### src/rtl/mem_block_copy.sv
// mem_block_copy: memory master that copies a block of 31-bit words between
// two 12-bit word address ranges, one read followed by one write per word.
// All memory request outputs are registered; the controller waits as long as
// needed for mem_finish on each access.
//
// state | meaning
// ------+------------------------------------------------------------
// IDLE  | waiting for start; operands latched on accepted start
// RD    | read request to src held until mem_finish
// WR    | write request to dst held until mem_finish
// DONE  | one-cycle done pulse, then back to IDLE
module mem_block_copy (
  input  logic        clk,
  input  logic        resetn,
  input  logic        start,
  input  logic [11:0] src_addr,
  input  logic [11:0] dst_addr,
  input  logic [11:0] count,
  output logic        busy,
  output logic        done,
  output logic        mem_read_enable,
  output logic        mem_write_enable,
  output logic [11:0] mem_addr,
  output logic [30:0] mem_write_data,
  input  logic [30:0] mem_read_data,
  input  logic        mem_finish
);

  localparam logic [1:0] ST_IDLE = 2'd0;
  localparam logic [1:0] ST_RD   = 2'd1;
  localparam logic [1:0] ST_WR   = 2'd2;
  localparam logic [1:0] ST_DONE = 2'd3;

  logic [1:0]  state;
  logic [11:0] src_q;
  logic [11:0] dst_q;
  logic [11:0] rem_q;

  // Sequencer: state, address/remaining counters and registered request outputs.
  // mem_write_data doubles as the data register holding the word just read.
  always_ff @(posedge clk or negedge resetn) begin
    if (!resetn) begin
      state            <= ST_IDLE;
      src_q            <= 12'd0;
      dst_q            <= 12'd0;
      rem_q            <= 12'd0;
      busy             <= 1'b0;
      done             <= 1'b0;
      mem_read_enable  <= 1'b0;
      mem_write_enable <= 1'b0;
      mem_addr         <= 12'd0;
      mem_write_data   <= 31'd0;
    end else begin
      done <= 1'b0;
      case (state)
        ST_IDLE: begin
          if (start) begin
            src_q <= src_addr;
            dst_q <= dst_addr;
            rem_q <= count;
            if (count == 12'd0) begin
              state <= ST_DONE;
              done  <= 1'b1;
            end else begin
              state           <= ST_RD;
              busy            <= 1'b1;
              mem_read_enable <= 1'b1;
              mem_addr        <= src_addr;
            end
          end
        end
        ST_RD: begin
          if (mem_finish) begin
            mem_write_data   <= mem_read_data;
            mem_read_enable  <= 1'b0;
            mem_write_enable <= 1'b1;
            mem_addr         <= dst_q;
            state            <= ST_WR;
          end
        end
        ST_WR: begin
          if (mem_finish) begin
            mem_write_enable <= 1'b0;
            src_q            <= src_q + 12'd1;
            dst_q            <= dst_q + 12'd1;
            rem_q            <= rem_q - 12'd1;
            if (rem_q == 12'd1) begin
              state <= ST_DONE;
              busy  <= 1'b0;
              done  <= 1'b1;
            end else begin
              // Address wraps naturally at 12 bits.
              state           <= ST_RD;
              mem_read_enable <= 1'b1;
              mem_addr        <= src_q + 12'd1;
            end
          end
        end
        ST_DONE: begin
          state <= ST_IDLE;
        end
        default: begin
          state <= ST_IDLE;
        end
      endcase
    end
  end

endmodule
### config.mk
export PLATFORM = sky130hd
export DESIGN_NAME = mem_block_copy
export DESIGN_NICKNAME = d
export VERILOG_FILES = /design/src/rtl/mem_block_copy.sv
export SDC_FILE = /design/constraint.sdc
export NUM_CORES = 1
export LEC_CHECK = 0
export ABC_AREA = 1
export ABC_CLOCK_PERIOD_IN_PS = 2000
export CAP_MARGIN = 30
export CORE_ASPECT_RATIO = 0.5
export CORE_MARGIN = 2
export CORE_UTILIZATION = 51
export CTS_BUF_LIST = sky130_fd_sc_hd__clkbuf_8
export CTS_CLUSTER_SIZE = 25
export DETAILED_ROUTE_END_ITERATION = 10
export PLACE_DENSITY = 0.83
export SYNTH_ARGS = -nofsm -noshare
export SYNTH_HDL_FRONTEND = slang
export SYNTH_SLANG_ARGS = --single-unit
### constraint.sdc
create_clock -name clk -period 2 [get_ports clk]
set_clock_uncertainty 0.15 [all_clocks]
set_input_delay 0.2 -clock clk [delete_from_list [all_inputs] [get_ports clk]]
set_output_delay 0.2 -clock clk [all_outputs]
set_load 0.005 [all_outputs]
==> Word level (Yosys, flattened, before mapping) <==
Index checks and enable logic that the tools add are counted.
{ "word_totals": {"reg_bits": 85, "input_bits": 71, "out_inout_bits": 47, "word_cells": 71} }
{ "op_classes": {"n_addsub": 3, "n_eq_ne": 10, "muxes": 37, "n_reduce_logical": 11} }
{ "ops": {"columns": ["operator", "n"], "rows": [
  ["$mux 12", 11],
  ["$pmux 12 s2", 3],
  ["$pmux 12 s3", 1],
  ["$add 12x1->12 const B", 2],
  ["$eq 12x1->1 const B", 1],
  ["$logic_not 12->1", 1],
  ["$mux 1", 12],
  ["$ne 2x2->1 const B", 6],
  ["$sub 12x1->12 const B", 1],
  ["$mux 2", 5],
  ["$reduce_and 3->1", 3],
  ["$pmux 2 s4", 1],
  ["$pmux 1 s2", 3],
  ["$reduce_and 6->1", 1],
  ["$reduce_and 5->1", 1],
  ["$eq 2x2->1 const B", 2],
  ["$reduce_bool 2->1", 2],
  ["$pmux 1 s3", 1],
  ["$reduce_bool 3->1", 1],
  ["$eq 2x1->1 const B", 1],
  ["$logic_not 2->1", 1],
  ["$reduce_and 2->1", 1]
]} }

==> Longest topological paths before layout <==
Gate-level depths: netlist (run 1).
{ "logic_depth": {"depth_word": 4, "depth_mapped": 13, "ltp_nobuf": 11} }

==> Worst setup path before layout (run 1) <==
Ideal clock, no wire load.
{ "synth_timing": {"path_kind": "reg2reg", "startpoint": "reg state[0]", "endpoint": "reg mem_addr[9]", "setup_ps": 116, "arrival_time_ps": 1481, "setup_slack_ps": 253, "stages_incl_launch_ff": 14, "cell_sequence": "dfrtp_1 > inv_1 > ha_1 > buf_4 > inv_2 > nor2_2 > nand3_2 > nor2_4 > nor2_2 > nand2_4 > buf_6 > nor2_1 > nand2_1 > nand2_1"} }
{ "synth_between": {"elab_chain_cells": 3} }
{ "synth_rtl": {"columns": ["item", "line", "rtl"], "rows": [
  ["start: declaration", "34", "logic [1:0] state;"],
  ["start signal: assignment", "43", "state <= ST_IDLE;"],
  ["start signal: assignment", "62", "state <= ST_DONE;"],
  ["start signal: assignment", "65", "state <= ST_RD;"],
  ["$eq 2x2->1 (tied with other cells)", "55", "case (state)"],
  ["$ne 2x2->1 (no source line) / $reduce_bool 3->1 (equally long branches)", null, null],
  ["$reduce_and 6->1 (no source line)", null, null],
  ["end signal: assignment", "68", "mem_addr <= src_addr;"],
  ["end signal: assignment", "77", "mem_addr <= dst_q;"],
  ["end signal: assignment", "95", "mem_addr <= src_q + 12'd1;"],
  ["end: declaration", "23", "output logic [11:0] mem_addr,"]
]} }
Parallel ways exist; a longest one is shown, timed or not.
A chain may end at the register's enable or synchronous reset.

==> Worst setup path in the final report (run 1) <==
{ "layout_timing": {"startpoint": "reg state[1]", "endpoint": "reg mem_addr[2]"} }
The elaborated chain is that of the path after synthesis.

==> results.cfg, run 1 <==
[cts]
ctsLongestPathBuffers = 2
clkSinkCount = 85
h-tree-depth = 3
cts_made_buffers = 9
insertion_delay_ns = 0.36
tritoncts = done
clock_slew_at_the_register_clock_pins_of_the_worst_setup_and_hold_paths_ns = 0.09
ctsRootBufferMaster = sky130_fd_sc_hd__clkbuf_8

[pwr]
share_clk_of_total_power_pct = 13.2
power_density_nw_per_um2 = 1660
irDropWorstVdd_v = 0.000835
switching_power_mw = 4.58
power_frac_seq_pct = 31.4
cellInternalPower_mw = 5.85
leakage_nw = 3.01
sw_frac_of_total_pct = 43.9
finalPower_mw = 10.4
combPwrFrac_pct = 55.4

[timing]
min_period_over_period_pct = 95.6
final.hold.worst_slack_ns = 0.170
setup_viol_count_final = 0
worst_slew_pin_slew_ns = 0.412
slew-limit-headroom_pct = 72.5
drv_slew = 0
report.final.hold_viol_count = 0
worst_slack_ns = 0.0878
timing.fmax_mhz = 523
post_route_minimum_period_ns = 1.91

[yosys]
xor_xnor_share_of_the_synthesized_area_pct = 0.567
synth_area_per_cell_um2 = 7.24
synthCells = 640
synth.top_cells.by_area = sky130_fd_sc_hd__dfrtp_1 (46%), sky130_fd_sc_hd__nand2_1 (19%), sky130_fd_sc_hd__nor2_1 (6.2%)
fraction_of_the_mapped_netlist_area_in_simple_logic_gates_pct = 32.7
synth.distinct_cells = 32
synth_edf_count = 0
area_fraction_in_compound_gates_after_synthesis_pct = 11.4
number_of_nets_produced_by_synthesis = 720
synth.yosys.seq_area_share_pct = 45.9
synthAdderAreaFrac_pct = 2.43
yosys-mux-area-fraction_pct = 0
yosys-top-cells-count = sky130_fd_sc_hd__nand2_1 (235), sky130_fd_sc_hd__dfrtp_1 (85), sky130_fd_sc_hd__nor2_1 (77)
synth.ff_latch_count = 85
synth_ff_type = sky130_fd_sc_hd__dfrtp_1
synthesis_warning_total = 0
post_synth_instance_area_um2 = 4630
yosysMostFrequentCell = sky130_fd_sc_hd__nand2_1
synthArstFlopShare_pct = 100
synth_top_area_share_pct = 45.9
post-synth-top-area-cell = sky130_fd_sc_hd__dfrtp_1
main_combinational_cell_family_by_area_after_synthesis = simple AND/OR/NAND/NOR gates

[global_routing]
gr-total-overflow = 0
largest_net_degree_at_the_start_of_global_routing = 44
grt_antenna_before_repair = 0
grt_pass1_vias = 4424
grt_util_all_layers_pct = 26.6
global_route_wire_length_before_repair_mm = 21.0

[placement]
dpl_worst_slack_ns = 0.0488
port_buffers = 117
dpl.hpwl_mm = 9.40
globalplace.congestion = 0.948
number_of_placed_cells_counting_well_taps = 864

[floorplanning]
row_count = 24
top_level_ports = 118
die_height_um = 71.4
start_util_pct = 52.8
placeableCoreArea_um2 = 8770
floorplan.die_area_um2 = 9910
chipWidth_um = 139

[routing]
post-route-drc-count = 0
detail_route.iter0.violations = 341
post_drt_wl_per_cell_um = 14.6
antenna_left = 0
dr.pass1.iters = 5
number_of_vias_after_detailed_routing = 4687
wl_mm = 12.9
detail_route.vias_per_cell = 5.30

[flow_run]
cap_viol_max_count = 0

[critical_path]
critPathRequiredTime_ns = 2.10
setup.worst_path.class = flip-flop to flip-flop
crit_path_end_kind = flip-flop
timing.critical_path.from_type = flip-flop
worstPathMaxFanout = 28
ff2ff_path_depth = 10
worst_ep_arrival_time_ns = 2.01

[cells_and_area]
fraction_of_final_layout_cells_sized_beyond_drive_strength_1_pct = 7.94
number_of_standard_cells_in_the_final_layout_excluding_fillers = 885
design.final.nets = 843
filler_cell_count = 672
layout-area-overhead-vs-synth_pct = 35.9
antennaDiodeCount = 0

[worst_hold_path]
class_of_the_worst_hold_path = input pin to asynchronous set/reset pin

[status]
run_status = complete, no violations
==> power by group through the flow <==
stage               combinational [mW]  clock [mW]  sequential, mW
finish                            5.78        1.38            3.27
global route                      6.46        1.47            3.37
CTS                               5.61        1.41            3.25
detailed placement                5.60           0            3.26
global placement                  5.41           0            3.26
floorplan                         3.43           0            3.16
==> per-stage QoR <==
stage,util (%),area (um^2),setup TNS [ns]
floorplan,-,4630,0
global placement,68.5,6000,0
detailed placement,68.5,6000,0
global route,71.8,6290,-0.0393
CTS,71.1,6230,0
finish,71.8,6290,0
==> area by class of cell <==
| cell class | instances | area, um^2 | share of cell area [%] |
|---|---|---|---|
| multi-input cells | 479 | 2210 | 35.2 |
| flip-flops and latches | 85 | 2130 | 33.8 |
| repair buffers | 138 | 1400 | 22.2 |
| clock inverters | 7 | 97.6 | 1.55 |
| inverters | 50 | 190 | 3.02 |
| well taps | 117 | 146 | 2.33 |
| clock buffers | 9 | 124 | 1.97 |
==> flip-flops by register name (all words and copies together) (netlist names) <==
signal            flops
dst_q                12
rem_q                12
mem_addr             12
mem_write_enable      1
mem_write_data       31
done                  1
mem_read_enable       1
state                 2
src_q                12
busy                  1
==> worst paths after layout <==
check / from / endpoint / slack, ns
worst max-delay path: state[1] / mem_addr[2] / 0.09
worst min-delay path: resetn / mem_write_data[15] / 0.17
worst max register to register: state[1] / mem_addr[2] / 0.09
worst min register to register: mem_write_data[7] / mem_write_data[7] / 0.33
max in group asynchronous: resetn / mem_write_data[22] / 0.90
min in group clk: mem_read_data[5] / mem_write_data[5] / 0.21
==> layer usage <==
layer  wire (um)  up-vias  GRT usage, %
met2        5800      185          41.8
met5           0        -             0
met3        1190       16          8.16
met4         167        0          7.07
met1        5740     2197          36.6
li1            -     2289             -
==> placed cells by master, fill, tap and decap left out, types with 12 or more instances in the layout <==
cell type	n
sky130_fd_sc_hd__nand2_1	233
sky130_fd_sc_hd__clkdlybuf4s50_1	116
sky130_fd_sc_hd__dfrtp_1	85
sky130_fd_sc_hd__nor2_1	76
sky130_fd_sc_hd__inv_1	45
sky130_fd_sc_hd__nand3_1	35
sky130_fd_sc_hd__a21oi_1	32
sky130_fd_sc_hd__o21ai_0	27
sky130_fd_sc_hd__buf_4	15
sky130_fd_sc_hd__o21ai_1	12
==> worst max-delay path, stage by stage (launching register included) <==
cell and delay, ns:
sky130_fd_sc_hd__dfrtp_1 0.39, sky130_fd_sc_hd__buf_4 0.14, sky130_fd_sc_hd__ha_1 0.20, sky130_fd_sc_hd__buf_4 0.17, sky130_fd_sc_hd__inv_2 0.09, sky130_fd_sc_hd__buf_12 0.18, sky130_fd_sc_hd__a21oi_1 0.05, sky130_fd_sc_hd__o21ai_1 0.11
sky130_fd_sc_hd__nand2_1 0.07, sky130_fd_sc_hd__o21ai_0 0.12, sky130_fd_sc_hd__o21ai_1 0.12
==> cells by family (layout without fill, tap and decap cells) <==
| group | count (synthesis) | in the layout |
|---|---|---|
| simple gates | 371 | 372 |
| flops | 85 | 85 |
| fa+ha+maj | 9 | 9 |
| buf+inv | 77 | 204 |
| compound gates | 95 | 95 |
| xor+xnor | 3 | 3 |
==> what timing repair did <==
| item | 4_1_cts | 5_1_grt |
|---|---|---|
| hold endpoints to repair | 64 | 0 |
| hold buffers | 1 | 0 |
| gates resized for setup | 0 | 10 |
| setup endpoints to repair | 0 | 34 |
| setup buffers | 0 | 3 |
Power figures use the tool's default switching activity.
==> inputs of run 2 (changes only) <==
- ABC_CLOCK_PERIOD_IN_PS: 2000 -> 1770
- clock period: 2 -> 1.77 ns (I/O delays scaled with it)
==> run 2 against run 1 <==
Compared with the run above:
- the run now ends with setup timing left
- worst hold slack worse by 0.12 ns
- sequential cell count unchanged
- count of clock-buffer cells in the layout up 2
- via count up 6.0%
- cell area up 8.7%
- combinational power up 34%
- sequential power up 14%
- sequential share of layout area down 2.7 points
- global-route usage up 1.6 points
- core utilization up 6.3 points
==> results.cfg, run 2 (same netlist as run 1, synthesis figures left out) <==
[critical_path]
critPathRequiredTime_ns = 1.92
worstPathMaxFanout = 6
timing.critical_path.from_type = flip-flop
ff2ff_path_depth = 11
rr_startpoint = state[1]
setup_slack_of_the_worst_register_to_register_path_ns = -0.11
worst_ep_arrival_time_ns = 2.03
setup.worst_path.class = flip-flop to flip-flop
regToRegEndpoint = mem_addr[11]
crit_path_end_kind = flip-flop

[cells_and_area]
largest_register_ff_count = 31
number_of_standard_cells_in_the_final_layout_excluding_fillers = 924
layout-area-overhead-vs-synth_pct = 47.8
commonest_non_fill_non_tap_cell_in_the_layout = sky130_fd_sc_hd__nand2_1
most_used_cells_in_the_layout_excluding_fill_and_tap_cells = sky130_fd_sc_hd__nand2_1 (224), sky130_fd_sc_hd__clkdlybuf4s50_1 (116), sky130_fd_sc_hd__dfrtp_1 (85), sky130_fd_sc_hd__nor2_1 (69), sky130_fd_sc_hd__buf_4 (43)
design.final.nets = 882
regMostFlops = mem_write_data
post-route-cell-area_um2 = 6840
fraction_of_final_layout_cells_sized_beyond_drive_strength_1_pct = 17.0
filler_cell_count = 594
antennaDiodeCount = 0

[cts]
cts_made_buffers = 9
ctsRootBufferMaster = sky130_fd_sc_hd__clkbuf_8
ctsLongestPathBuffers = 2
tritoncts = done
clkSinkCount = 85
insertion_delay_ns = 0.36
clock_slew_at_the_register_clock_pins_of_the_worst_setup_and_hold_paths_ns = 0.10
h-tree-depth = 3

[timing]
slew-limit-headroom_pct = 75.2
drv_slew = 0
setup_viol_count_final = 21
unrepaired_setup_endpoints_after_global_routing = yes
timing.fmax_mhz = 531
worst_slack_ns = -0.112
min_period_over_period_pct = 106
worst_slew_pin_slew_ns = 0.371
report.final.hold_viol_count = 0
post_route_minimum_period_ns = 1.88

[floorplanning]
chipWidth_um = 139
row_count = 24
start_util_pct = 52.8
die_height_um = 71.4
floorplan.die_area_um2 = 9910
top_level_ports = 118
placeableCoreArea_um2 = 8770

[pwr]
power_density_nw_per_um2 = 1890
leakage_nw = 3.25
irDropWorstVdd_v = 0.000883

[global_routing]
grt_most_used_layer = met2
globalRouteMet3Util_pct = 7.15
global_route_wire_length_before_repair_mm = 22.4
grt_util_all_layers_pct = 28.2
grt_pass1_vias = 4569
global_route.usage.met1_pct = 39.2
grt_antenna_before_repair = 0
largest_net_degree_at_the_start_of_global_routing = 31
gr-total-overflow = 0
met2_use_gr_pct = 45.3

[worst_hold_path]
class_of_the_worst_hold_path = input pin to asynchronous set/reset pin

[placement]
dpl_worst_slack_ns = -0.178
globalplace.congestion = 0.896
dpl.hpwl_mm = 9.79
port_buffers = 117
number_of_placed_cells_counting_well_taps = 894
placed_instance_area_um2 = 6200

[routing]
number_of_vias_after_detailed_routing = 4969
dr.pass1.iters = 5
antenna_left = 0
detail_route.vias_per_cell = 5.38
detail_route.iter0.violations = 478
post_drt_wl_per_cell_um = 15.2
post-route-drc-count = 0
wl_mm = 14.1

[status]
run_status = finished with violations
violations = setup timing

[flow_run]
cap_viol_max_count = 0
==> run 2: cell types whose count changed in the layout (fill, tap and decap cells not counted), moves of 5 or more <==
cell | before | now
sky130_fd_sc_hd__buf_4 | 15 | 43
sky130_fd_sc_hd__nand2_2 | 3 | 10
sky130_fd_sc_hd__a21oi_2 | 1 | 6
sky130_fd_sc_hd__nand2_1 | 233 | 224
sky130_fd_sc_hd__nor2_1 | 76 | 69
sky130_fd_sc_hd__a21oi_1 | 32 | 27
sky130_fd_sc_hd__buf_6 | 1 | 8
==> run 2: routing by layer <==
layer | vias up | share of wire, %
li1 | 2372 | -
met2 | 259 | 46
met4 | 0 | 1.4
met1 | 2313 | 42
met5 | - | 0
met3 | 25 | 10
==> run 2: how the worst max path moves through the flow <==
stage	startpoint	end	slack, ns	depth (start not counted)
floorplan	state[0]	mem_addr[9]	0.02	13
global placement	mem_finish	dst_q[4]	-0.08	8
detailed placement	mem_finish	dst_q[4]	-0.18	8
CTS	state[1]	mem_addr[2]	-0.03	10
global route	state[1]	mem_addr[8]	-0.18	11
finish	state[1]	mem_addr[11]	-0.11	11
==> run 2: through the flow <==
step | total power, mW | utilization, % | hold WS, ns | setup TNS (ns)
global route | 13.9 | 78.1 | 0.0567 | -3.37
floorplan | 7.45 | - | -0.269 | 0
global placement | 10.0 | 70.7 | -0.0956 | -1.07
CTS | 12.3 | 75.4 | 0.0473 | -0.300
finish | 13.0 | 78.1 | 0.0482 | -1.33
detailed placement | 10.2 | 70.7 | -0.0945 | -3.14
==> run 2: layout make-up <==
class	count	area, um^2	area share [%]
clock inverter	5	65.1	0.951
inverter	50	196	2.87
timing repair buffer	175	1720	25.2
tap	117	146	2.14
sequential	85	2130	31.1
multi-input combinational	481	2430	35.6
clock buffer	11	151	2.21
==> run 2: repair_timing <==
item,in CTS,in global routing
pin swaps,8,7
gates cloned,3,1
buffers inserted,3,6
endpoints found under the hold margin,85,0
resized for setup,37,44
hold buffers,1,0
endpoints found under the setup margin,47,44
==> run 2: power breakdown <==
part	switching (mW)	internal, mW
clock network	0.754	0.745
registers	0.802	2.91
logic	4.21	3.54
==> run 2: critical path, stage by stage, from the launching register on <==
cell and delay, ns:
sky130_fd_sc_hd__dfrtp_1 0.42, sky130_fd_sc_hd__inv_2 0.06, sky130_fd_sc_hd__buf_6 0.12, sky130_fd_sc_hd__ha_4 0.15, sky130_fd_sc_hd__nand2_2 0.06, sky130_fd_sc_hd__nand4_1 0.20
sky130_fd_sc_hd__nor2_4 0.20, sky130_fd_sc_hd__buf_8 0.17, sky130_fd_sc_hd__nand2_8 0.08, sky130_fd_sc_hd__nor2_1 0.09, sky130_fd_sc_hd__nand2_1 0.05, sky130_fd_sc_hd__nand2_1 0.05
==> inputs of run 3 (changes only) <==
- SKIP_LAST_GASP: unset -> 1
==> run 3 against run 2 <==
Compared with the run above:
- the flow still finishes with violations (setup timing)
- non-clock buffer count did not move
- register-to-register slack barely moved
- total power down 0.31%
- combinational power fell by 0.5%
- maximum frequency decreased by 0.27%
- cell area decreased by 0.38%
- die area did not move
- largest cell class unchanged
- wire length shrank 0.73%
- core utilization shrank 0.30 points
- sequential cell count did not move
- sequential share of layout area up 0.12 points
- global-route usage stayed put
==> results.cfg, run 3 (same netlist as run 1, synthesis figures left out) <==
[routing]
dr.pass1.iters = 7
number_of_vias_after_detailed_routing = 4980
detail_route.iter0.violations = 487
post_drt_wl_per_cell_um = 15.1
detail_route.vias_per_cell = 5.39
wl_mm = 14.0
post-route-drc-count = 0
antenna_left = 0

[pwr]
finalPower_mw = 12.9
irDropWorstVdd_v = 0.000881
power_density_nw_per_um2 = 1900
leakage_nw = 3.24

[global_routing]
grt_util_all_layers_pct = 28.2
largest_net_degree_at_the_start_of_global_routing = 31
gr-total-overflow = 0
global_route_wire_length_before_repair_mm = 22.4
grt_antenna_before_repair = 0
grt_pass1_vias = 4569

[flow_run]
cap_viol_max_count = 0

[placement]
port_buffers = 117
placed_instance_area_um2 = 6200
globalplace.congestion = 0.896
number_of_placed_cells_counting_well_taps = 894
dpl.hpwl_mm = 9.79

[cells_and_area]
commonest_non_fill_non_tap_cell_in_the_layout = sky130_fd_sc_hd__nand2_1
largest_register_ff_count = 31
number_of_standard_cells_in_the_final_layout_excluding_fillers = 924
design.final.nets = 882
regMostFlops = mem_write_data
post-route-cell-area_um2 = 6820
layout-area-overhead-vs-synth_pct = 47.2
antennaDiodeCount = 0
most_used_cells_in_the_layout_excluding_fill_and_tap_cells = sky130_fd_sc_hd__nand2_1 (225), sky130_fd_sc_hd__clkdlybuf4s50_1 (116), sky130_fd_sc_hd__dfrtp_1 (85), sky130_fd_sc_hd__nor2_1 (69), sky130_fd_sc_hd__buf_4 (44)
fraction_of_final_layout_cells_sized_beyond_drive_strength_1_pct = 16.5

[status]
run_status = finished with violations
violations = setup timing

[critical_path]
worstPathMaxFanout = 6
setup_slack_of_the_worst_register_to_register_path_ns = -0.12
critPathRequiredTime_ns = 1.92
cpPeakStageDelay_ns = 0.42
timing.critical_path.from_type = flip-flop
crit_path_end_kind = flip-flop
worst_ep_arrival_time_ns = 2.03
worst-path-buf-inv = 3
critical_path.slowest_cell = sky130_fd_sc_hd__dfrtp_1
path_cells = inv_2, buf_6, ha_4, nand2_2, nand4_1, nor2_4, buf_8, nand2_8, nor2_1, nand2_1, nand2_1
critical-path-top-cell-by-count = sky130_fd_sc_hd__nand2_1
setup.worst_path.class = flip-flop to flip-flop
path_delay_family = simple AND/OR/NAND/NOR gates

[timing]
unrepaired_setup_endpoints_after_global_routing = yes
post_route_minimum_period_ns = 1.89
timing.fmax_mhz = 530
report.final.hold_viol_count = 0
slew-limit-headroom_pct = 75.9
worst_slack_ns = -0.117
worst_slew_pin_slew_ns = 0.361
setup_viol_count_final = 22
drv_slew = 0
min_period_over_period_pct = 107
setup-tns-final_ns = -1.50

[cts]
tritoncts = done
ctsLongestPathBuffers = 2
insertion_delay_ns = 0.36
clock_slew_at_the_register_clock_pins_of_the_worst_setup_and_hold_paths_ns = 0.10
ctsRootBufferMaster = sky130_fd_sc_hd__clkbuf_8
h-tree-depth = 3
cts_made_buffers = 9
clkSinkCount = 85

[floorplanning]
chipWidth_um = 139
row_count = 24
start_util_pct = 52.8
die_height_um = 71.4
placeableCoreArea_um2 = 8770
floorplan.die_area_um2 = 9910
top_level_ports = 118

[worst_hold_path]
class_of_the_worst_hold_path = input pin to asynchronous set/reset pin
[run 3: final timing paths]
| path | endpoint | from | cells after the start |
|---|---|---|---|
| min in group clk | mem_write_data[13] | mem_read_data[13] | 3 |
| worst min register to register | mem_write_data[10] | mem_write_data[10] | 2 |
| worst max-delay path | mem_addr[11] | state[1] | 11 |
| worst min-delay path | mem_write_data[14] | resetn | 2 |
| max in group asynchronous | mem_write_data[30] | resetn | 3 |
| worst max register to register | mem_addr[11] | state[1] | 11 |
[run 3: power by group]
part	internal (mW)	switching [mW]	total [mW]
registers	2.91	0.804	3.72
logic	3.55	4.17	7.71
clock network	0.745	0.753	1.50
total	7.21	5.72	12.9
[run 3: stage by stage]
stage / setup slack (ns) / utilization, % / hold WS, ns
detailed placement: -0.178 / 70.7 / -0.0945
finish: -0.117 / 77.8 / 0.0484
floorplan: 0.0231 / - / -0.269
global route: -0.183 / 77.8 / 0.0567
CTS: -0.0305 / 75.4 / 0.0473
global placement: -0.0792 / 70.7 / -0.0956
[run 3: area by class of cell]
cell class | count | area, um^2
Sequential cell | 85 | 2130
Multi-Input combinational cell | 481 | 2410
Inverter | 50 | 196
Clock inverter | 5 | 65.1
Timing Repair Buffer | 175 | 1720
Clock buffer | 11 | 151
Tap cell | 117 | 146
Fill cell | 598 | 1950
[run 3: repair_timing]
item	CTS	global route
hold buffers	1	0
gates resized for setup	37	38
hold endpoints to repair	85	0
pin swaps	8	5
endpoints found under the setup margin	47	44
cloned	3	1
setup buffers	3	6
[run 3: layer usage]
| layer | vias to the layer above | part of all wire [%] | GRT usage, % |
|---|---|---|---|
| met1 | 2308 | 42 | 39.2 |
| met2 | 279 | 46 | 45.3 |
| met5 | - | 0 | 0 |
| met4 | 0 | 1.6 | 6.85 |
| met3 | 23 | 11 | 7.15 |
| li1 | 2370 | - | - |
